`src/rtl/opp_link_pkg.sv`:
```
// Shared definitions for the opponent-tank UART link: receiver states, default header, B1 layout.
// Used by opp_frame_rx and opponent_link_ctl; OPP_LINK_CHECKSUM_EN selects the 5-byte framing.
package opp_link_pkg;

    typedef enum logic [2:0] {
        IDLE,
        GOT_HDR,
        GOT_B1,
        GOT_B2,
        GOT_B3
    } rx_state_t;

    localparam logic [7:0] HEADER_DEFAULT = 8'hA5;

    // B1 = {2'b00, dir[1:0], x[9:8], y[9:8]}
    localparam int B1_DIR_LSB = 4;
    localparam int B1_X_LSB   = 2;
    localparam int B1_Y_LSB   = 0;

endpackage

```
`src/rtl/opp_frame_rx.sv`:
```
// Byte assembler for opponent frames: HEADER, B1, B2, B3 [, CHK] with an inter-byte timeout.
// Define OPP_LINK_CHECKSUM_EN to require a trailing CHK = B1^B2^B3 byte.
module opp_frame_rx
    import opp_link_pkg::*;
#(
    parameter logic [7:0] HEADER         = HEADER_DEFAULT,
    parameter int         TIMEOUT_CYCLES = 20000
) (
    input  logic       clk,
    input  logic       rst,
    input  logic [7:0] rx_data,
    input  logic       rx_valid,
    output logic       good,
    output logic       frame_err,
    output logic [1:0] dir,
    output logic [9:0] x,
    output logic [9:0] y
);

    localparam int            TW       = $clog2(TIMEOUT_CYCLES + 1);
    localparam logic [TW-1:0] TMO_LAST = TW'(TIMEOUT_CYCLES - 1);

    rx_state_t     state;
    rx_state_t     state_next;
    logic [TW-1:0] gap_cnt;
    logic          timeout;
    logic [5:0]    b1;
    logic [7:0]    b2;
    logic [7:0]    y_lo;

    assign timeout = (state != IDLE) && !rx_valid && (gap_cnt == TMO_LAST);

    always_ff @(posedge clk or posedge rst) begin
        if (rst) begin
            state   <= IDLE;
            gap_cnt <= '0;
        end else begin
            state <= state_next;
            if (rx_valid || state == IDLE || timeout)
                gap_cnt <= '0;
            else
                gap_cnt <= gap_cnt + TW'(1);
        end
    end

`ifdef OPP_LINK_CHECKSUM_EN
    logic [7:0] b3;
    logic [7:0] chk;

    always_ff @(posedge clk) begin
        if (rx_valid && state == GOT_B2)
            b3 <= rx_data;
    end

    assign y_lo = b3;
    assign chk  = {2'b00, b1} ^ b2 ^ b3;
`else
    // Without a checksum the frame completes on B3, so its y byte is taken straight off the bus.
    assign y_lo = rx_data;
`endif

    always_ff @(posedge clk) begin
        if (rx_valid) begin
            case (state)
                GOT_HDR: b1 <= rx_data[5:0];
                GOT_B1:  b2 <= rx_data;
                default: ;
            endcase
        end
    end

    assign dir = b1[B1_DIR_LSB +: 2];
    assign x   = {b1[B1_X_LSB +: 2], b2};
    assign y   = {b1[B1_Y_LSB +: 2], y_lo};

    // A HEADER value received mid-frame is ordinary data; only IDLE looks for it.
    always_comb begin
        state_next = state;
        good       = 1'b0;
        frame_err  = 1'b0;
        if (timeout) begin
            state_next = IDLE;
            frame_err  = 1'b1;
        end else if (rx_valid) begin
            case (state)
                IDLE:    if (rx_data == HEADER) state_next = GOT_HDR;
                GOT_HDR: state_next = GOT_B1;
                GOT_B1:  state_next = GOT_B2;
`ifdef OPP_LINK_CHECKSUM_EN
                GOT_B2:  state_next = GOT_B3;
                GOT_B3: begin
                    state_next = IDLE;
                    if (rx_data == chk) good = 1'b1;
                    else                frame_err = 1'b1;
                end
`else
                GOT_B2: begin
                    state_next = IDLE;
                    good       = 1'b1;
                end
`endif
                default: state_next = IDLE;
            endcase
        end
    end

endmodule

```
`src/rtl/opponent_link_ctl.sv`:
```
// Opponent tank link: frames from opp_frame_rx are clipped, shadowed and committed on vsync rise.
// Optional OPP_LINK_CHECKSUM_EN (passed through to opp_frame_rx) adds a CHK byte per frame.
module opponent_link_ctl
    import opp_link_pkg::*;
#(
    parameter logic [7:0] HEADER           = HEADER_DEFAULT,
    parameter int         TIMEOUT_CYCLES   = 20000,
    parameter int         LINK_LOSS_FRAMES = 30,
    parameter logic [9:0] X_MAX            = 10'd960,
    parameter logic [9:0] Y_MAX            = 10'd704
) (
    input  logic       clk,
    input  logic       rst,
    input  logic [7:0] rx_data,
    input  logic       rx_valid,
    input  logic       vsync,
    output logic [9:0] Data_out_X,
    output logic [9:0] Data_out_Y,
    output logic [1:0] direction_tank,
    output logic       select_out,
    output logic [7:0] frame_err_cnt
);

    localparam int            LW        = $clog2(LINK_LOSS_FRAMES + 1);
    localparam logic [LW-1:0] LOSS_MAX  = LW'(LINK_LOSS_FRAMES);
    localparam logic [LW-1:0] LOSS_LAST = LW'(LINK_LOSS_FRAMES - 1);

    function automatic logic [9:0] clip(input logic [9:0] v, input logic [9:0] lim);
        return (v > lim) ? lim : v;
    endfunction

    logic          good;
    logic          frame_err;
    logic [1:0]    f_dir;
    logic [9:0]    f_x;
    logic [9:0]    f_y;
    logic          vsync_q;
    logic          commit;
    logic          pending;
    logic [9:0]    sh_x;
    logic [9:0]    sh_y;
    logic [1:0]    sh_dir;
    logic [LW-1:0] loss_cnt;

    opp_frame_rx #(
        .HEADER         (HEADER),
        .TIMEOUT_CYCLES (TIMEOUT_CYCLES)
    ) u_rx (
        .clk       (clk),
        .rst       (rst),
        .rx_data   (rx_data),
        .rx_valid  (rx_valid),
        .good      (good),
        .frame_err (frame_err),
        .dir       (f_dir),
        .x         (f_x),
        .y         (f_y)
    );

    assign commit = vsync && !vsync_q;

    always_ff @(posedge clk) begin
        if (good) begin
            sh_x   <= clip(f_x, X_MAX);
            sh_y   <= clip(f_y, Y_MAX);
            sh_dir <= f_dir;
        end
    end

    // vsync_q resets high so a vsync already asserted at reset release is not a rise.
    // A frame finishing in the commit cycle stays pending; the commit uses the older shadow.
    always_ff @(posedge clk or posedge rst) begin
        if (rst) begin
            vsync_q        <= 1'b1;
            pending        <= 1'b0;
            loss_cnt       <= '0;
            Data_out_X     <= '0;
            Data_out_Y     <= '0;
            direction_tank <= '0;
            select_out     <= 1'b0;
            frame_err_cnt  <= '0;
        end else begin
            vsync_q <= vsync;
            if (good)
                pending <= 1'b1;
            else if (commit)
                pending <= 1'b0;
            if (commit) begin
                if (pending) begin
                    Data_out_X     <= sh_x;
                    Data_out_Y     <= sh_y;
                    direction_tank <= sh_dir;
                    loss_cnt       <= '0;
                    select_out     <= 1'b1;
                end else begin
                    if (loss_cnt != LOSS_MAX)
                        loss_cnt <= loss_cnt + LW'(1);
                    if (loss_cnt >= LOSS_LAST)
                        select_out <= 1'b0;
                end
            end
            if (frame_err && frame_err_cnt != 8'hFF)
                frame_err_cnt <= frame_err_cnt + 8'd1;
        end
    end

endmodule

```
`config.mk`:
```
export PLATFORM = sky130hd
export DESIGN_NAME = opponent_link_ctl
export DESIGN_NICKNAME = d
export VERILOG_FILES = /design/src/rtl/opp_link_pkg.sv /design/src/rtl/opp_frame_rx.sv /design/src/rtl/opponent_link_ctl.sv
export SDC_FILE = /design/constraint.sdc
export NUM_CORES = 1
export LEC_CHECK = 0
export CAP_MARGIN = 20
export CORE_MARGIN = 5
export CORE_UTILIZATION = 40
export DETAILED_ROUTE_END_ITERATION = 7
export GPL_TIMING_DRIVEN = 0
export HOLD_SLACK_MARGIN = 0.06
export SYNTH_ARGS = -nofsm -noshare
export SYNTH_HDL_FRONTEND = slang
export SYNTH_SLANG_ARGS = --single-unit
```
`constraint.sdc`:
```
create_clock -name clk -period 2.59 [get_ports clk]
set_input_delay 0.259 -clock clk [delete_from_list [all_inputs] [get_ports clk]]
set_output_delay 0.259 -clock clk [all_outputs]
set_load 0.01 [all_outputs]
```
Word level (Yosys, flattened, before mapping). Cells that the tools add are included. W data, S select, Z words.

Bits in registers: 92. Bits of input ports: 12. Output and inout port bits: 31. Logic and storage cells: 64.

Add/sub/neg operators: 3. Magnitude comparators: 3. Equality and inequality tests: 8. Multiplexer cells: 15. Reductions and logical operators: 20.

Operators with widths (number): $gt A10 B10 Y1 const B (2); $add A15 B1 Y15 const B (1); $eq A15 B15 Y1 const B (1); $mux W15 (1); $reduce_and A2 Y1 (6); $mux W5 (2); $mux W3 (3); $pmux W3 S3 (1); $add A8 B1 Y8 const B (1); $eq A8 B8 Y1 const B (1); $mux W1 (8); $ne A8 B8 Y1 const B (1); $reduce_bool A2 Y1 (4); $eq A3 B2 Y1 const B (2); $add A5 B1 Y5 const B (1); $ge A5 B5 Y1 const B (1); $ne A5 B5 Y1 const B (1); $logic_and A1 B1 Y1 (4); $eq A3 B1 Y1 const B (1); $logic_not A3 Y1 (1); $ne A3 B2 Y1 const B (1); $reduce_bool A3 Y1 (1); $logic_not A1 Y1 (2); $logic_or A1 B1 Y1 (2).

Depth between registers and ports, before layout.
Depth after elaboration: 5. Depth in mapped cells: 7. Gate-level depth less buffers: 6.

By module. Synthesis repeated with hierarchy kept, for this count alone.

Cell total of the unflattened synthesis: 296. Area total of the unflattened synthesis: 4001.3 um^2.

By module, submodules not included: opponent_link_ctl (times used 1, cells an instance 174, area an instance 2563.7 um^2, sequential area each 1612.8 um^2); opp_frame_rx (times used 1, cells an instance 122, area an instance 1437.6 um^2, sequential area each 845.8 um^2).

Least setup slack after synthesis. OpenSTA, ideal clock, no wires.

Path kind: register to register. Start point: reg u_rx.gap_cnt[7]. End point: reg frame_err_cnt[6]. Library setup time: 0.128 ns. Arrival time: 2.189 ns. Required time: 2.462 ns. Setup slack: 0.274 ns. Stages on the path, launching flop included: 6. Path buffers: 1. Clock period less this slack: 2.316 ns. Cells stage by stage: dfrtp_1 -> or4_1 -> or4_4 -> buf_6 -> nor4_4 -> mux2_1.

Word-level cells in the longest chain between the ends: 4.

RTL lines: start, declared (line opp_frame_rx.sv:25) `logic [TW-1:0] gap_cnt;`; start signal, assigned (line opp_frame_rx.sv:42) `gap_cnt <= gap_cnt + TW'(1);`; $eq A15 B15 Y1 (line opp_frame_rx.sv:31) `assign timeout = (state != IDLE) && !rx_valid && (gap_cnt == TMO_LAST);`; $logic_and A1 B1 Y1 (line opp_frame_rx.sv:31); $mux W1 (line opp_frame_rx.sv:81) `if (timeout) begin`; $logic_and A1 B1 Y1 (line opponent_link_ctl.sv:102) `if (frame_err && frame_err_cnt != 8'hFF)`; end signal, assigned (line opponent_link_ctl.sv:103) `frame_err_cnt <= frame_err_cnt + 8'd1;`; end, declared (line opponent_link_ctl.sv:21) `output logic [7:0] frame_err_cnt`.

Every way passes these cells. A chain may end at the register's enable or synchronous reset.

Worst setup path after layout. Ends and elaborated chain as after synthesis.

==> impl.org <==
** Finish
- Layout cell share with drive strength beyond 1 :: between 10 and 15%
- Number of fill cells :: approximately 840
- Relative to the synthesized area, the layout overhead comes to 21.7%.
- Commonest cells after routing, fill and taps aside :: 54 x dfrtp_1, 42 x clkdlybuf4s50_1, 36 x edfxtp_1
- 0 antenna diodes ended up in the layout.
- The library cell used most frequently in the layout, excluding fill and tap cells, is dfrtp_1.
- Nets@finish :: between 300 and 400

** Synth
- Count of flip-flops with a built-in enable after synthesis :: 36
- Syn avg cell area :: approximately 14 um^2
- Async S/R FF share, synth :: between 60% and 70%
- Warnings, synthesis :: 0
- After synthesis, the largest family of logic cells by area is simple AND/OR/NAND/NOR gates.
- Synthesized-area fraction occupied by ao, oa, aoi and oai cells :: 3.34%
- Mapped Nets :: roughly 300
- Main flop type after synthesis :: dfrtp_1
- Fraction of synthesized cell area in xor and xnor cells :: 4.40%
- The number of different library cells used by synthesis comes to 45.
- Synthesis handed over a netlist of 278 instances.
- Area share of and/or/nand/nor cells after synthesis :: 14.5%
- Of the total synthesized cell area, the portion taken by full adders, half adders and majority gates is slightly below 3%.
- Share of cell area taken by muxes after synthesis :: under 10%
- Summing every instance area after synthesis gives approximately 0.0038 mm^2.
- Register bit count reported by yosys :: between 90 and 100
- Sequential element share of the synthesized area :: 64.9%

** Critical path
- Along the worst path, the maximum fanout reaches 10.
- Arrival time at the worst endpoint :: 2.64 ns
- The worst setup path is launched from a flip-flop.
- The worst setup path is captured at a flip-flop.
- Setup CP Type :: reg2reg
- Data on the critical path is required at its endpoint by about 2.8 ns.

** Outcome
- The run finished with clean final reports.

** Min path
- The min-delay analysis places its worst path in the category in2async.

** Clock tree
- Cell at the root of the clock tree :: clkbuf_8
- In this run the deepest clock path goes through 2 buffers.
- The clock reaches the later pin of the worst-skew pair after around 0.35 ns.
- TritonCTS built the clock tree.
- # resized after CTS :: 0
- Buffers added to address setup during post-CTS repair amount to 0.
- In this run, post-CTS hold repair placed 0 buffers.
- After clock tree synthesis, the clock-pin slew on the worst setup and hold paths is 0.09 ns.
- H-tree levels :: 3
- TritonCTS created 9 clock buffers.
- For this design, the sink count on the clock tree is 91.

** Global routing
- The layer flagged by global routing as most heavily used is met2.
- In the global route stage, met2 resource usage came out at 19.3%.
- Total global routing overflow :: 0
- Number of global-route vias before repair :: around 2.2k
- Global-route met3 utilization :: about 4.7%
- Global routing used 12.2% of the available tracks across all layers.
- Global-route wire length before repair :: roughly 11000 um
- The number of antenna violations at the first check in global routing is 0.
- Global routing used between 10% and 20% of the available met1 tracks.
- Pin count of the biggest net entering global routing :: 32

** Die
- Initial core utilization :: 41.0%
- In this run the count of I/O pins placed on the die edge is 43.
- Die extent in y :: approximately 110 um
- Core Box Area :: ~0.009 mm^2
- After floorplanning, the core was divided into 35 placement rows.
- The die covers approximately 0.012 mm^2.
- In this run the horizontal extent of the chip is approximately 110 um.

** Timing
- Final Cycle Share :: slightly above 90%
- Static timing analysis puts the maximum clock frequency at between 400 and 500 MHz.
- At the pin with the least slew margin, the transition time is around 1.1 ns.
- The total count of max-transition violations in the final report came to 0.
- Setup slack of the critical path after layout :: between 0.15 and 0.2 ns
- Hold timing on the final database bottoms out at a slack of about 0.27 ns.
- Hold violation count in the final report :: 0
- Across the routed clock network, the largest skew measured is around 0.0098 ns.
- Final setup fails :: 0
- Setup repair after global routing left no endpoint under its margin.
- Rel. slew slack :: between 20 and 30%
- After layout, the minimum clock period comes to 2.40 ns.

** Power
- Int Pwr :: roughly 3.0 mW
- Of the total power, registers draw around half.
- Of the total power, the clock network draws between 20% and 30%.
- IR analysis of the VDD net gives a maximum drop of about 0.00045 V.
- Of the total power, the share spent switching nets is between 20% and 30%.
- Power spread over the standard cell area amounts to 896 mW/mm^2.
- Comb pwr share :: 25.2%
- In this run the static leakage power is 1.80 nW.
- Psw :: 1.12 mW

** Routing
- Dividing the detail-routed via count by the number of cells gives ~4.7.
- Dividing the detail-routed wire length by the instance count gives 13.6 um.
- The final layout contains routed wiring with a total length of around 6300 um.
- DR DRC count :: 0
- Initial drt markers :: 35
- For this block, the via count after detailed routing is between 2k and 2.5k.
- Number of search-and-repair iterations in the first detailed-routing pass :: 4
- Post-route antenna net violation count :: 0

** Placement
- After legalization and detailed placement, the total HPWL measured between 4000 and 5000 um.
- During placement, the flow inserted port buffers numbering 42.
- Setup WS pre-CTS :: between 0.02 and 0.025 ns
- At the end of routability-driven placement, the weighted congestion stood at between 0.7 and 0.8.

** Job
- Reported max-cap violation count :: 0
routing by layer:
metal / share of wire (%) / wire length [um] / up-vias
li1: - / - / 1094
met1: 45 / 2870 / 1078
met2: 50 / 3140 / 32
met3: 3.9 / 246 / 5
met4: 0.90 / 57 / 0
met5: 0 / 0 / -
flip-flops by register name (all words and copies together), names as in the netlist, 2 cells and up:
signal / count
sh_dir: 2
loss_cnt: 5
sh_y: 10
direction_tank: 2
u_rx.gap_cnt: 15
Data_out_Y: 10
u_rx.b1: 6
sh_x: 10
Data_out_X: 10
frame_err_cnt: 8
u_rx.b2: 8
u_rx.state: 2
power groups by stage:
stage	sequential [mW]	clock [mW]	combinational [mW]
floorplan	2.14	0	0.475
global placement	2.08	0	1.04
detailed placement	2.09	0	1.07
CTS	2.06	1.08	1.07
global route	2.10	1.16	1.15
finish	2.05	1.04	1.04
kinds of logic after synthesis:
family	after synthesis
AO/OA/AOI/OAI	18
XOR/XNOR	19
adder cells (fa/ha/maj)	9
buffers and inverters	19
flip-flops	91
multiplexers	26
AND/OR/NAND/NOR	96
cell usage after synthesis (2+ instances only):
master,number,area [um^2]
edfxtp_1,36,1080
o2111ai_1,2,17.5
and2_1,18,113
ha_1,9,113
nand2b_1,6,37.5
a31oi_1,2,12.5
nand4_1,7,43.8
xor2_1,9,78.8
o21ai_0,3,15.0
a21o_1,2,15.0
mux2_2,24,270
inv_1,9,33.8
nor3_1,9,45.0
dfrtp_1,54,1350
clkbuf_1,7,26.3
xnor2_1,10,87.6
nor2b_1,2,12.5
nor4_1,4,25.0
nand2_1,10,37.5
or3_1,2,12.5
nand3_1,8,40.0
nor2_1,20,75.1
o31ai_1,3,22.5
per-stage QoR:
stage / util (%) / instances / TNS, ns / power (mW) / cell area, um^2
3_5_place_dp: 47.5 / 450 / 0 / 3.15 / 4390
2_1_floorplan: - / 278 / 0 / 2.61 / 3790
3_3_place_gp: 47.3 / 449 / -7.35 / 3.12 / 4370
4_1_cts: 49.9 / 466 / 0 / 4.21 / 4610
5_1_grt: 49.9 / 466 / 0 / 4.41 / 4610
6_report: 49.9 / 466 / 0 / 4.13 / 4610
worst max-delay path, cell delays in order, from the launching register on:
cell and delay, ns:
dfrtp_1 0.44, or4_1 0.56, or4_4 0.53, buf_6 0.16
nor4_4 0.26, mux2_1 0.34
cell type report:
type                       count  area, um^2  area share [%]
clock buffer                   9         124            2.69
tap                          129         161            3.50
sequential                    91        2460            53.3
buffer                        10        46.3            1.00
multi-input combinational    168        1250            27.1
timing repair buffer          43         440            9.55
inverter                       9        33.8           0.733
clock inverter                 7        97.6            2.12
final timing paths:
path / depth (start not counted) / from / slack, ns / to
max in group asynchronous: 3 / rst / 1.75 / u_rx.gap_cnt[2]
hold / removal: 2 / rst / 0.27 / Data_out_Y[9]
hold reg to reg: 0 / u_rx.b1[5] / 0.43 / sh_dir[1]
setup reg to reg: 5 / u_rx.gap_cnt[7] / 0.19 / frame_err_cnt[6]
setup / recovery: 5 / u_rx.gap_cnt[7] / 0.19 / frame_err_cnt[6]
min in group clk: 1 / vsync / 0.36 / vsync_q
Note: power is estimated with default switching activity, not from simulation.
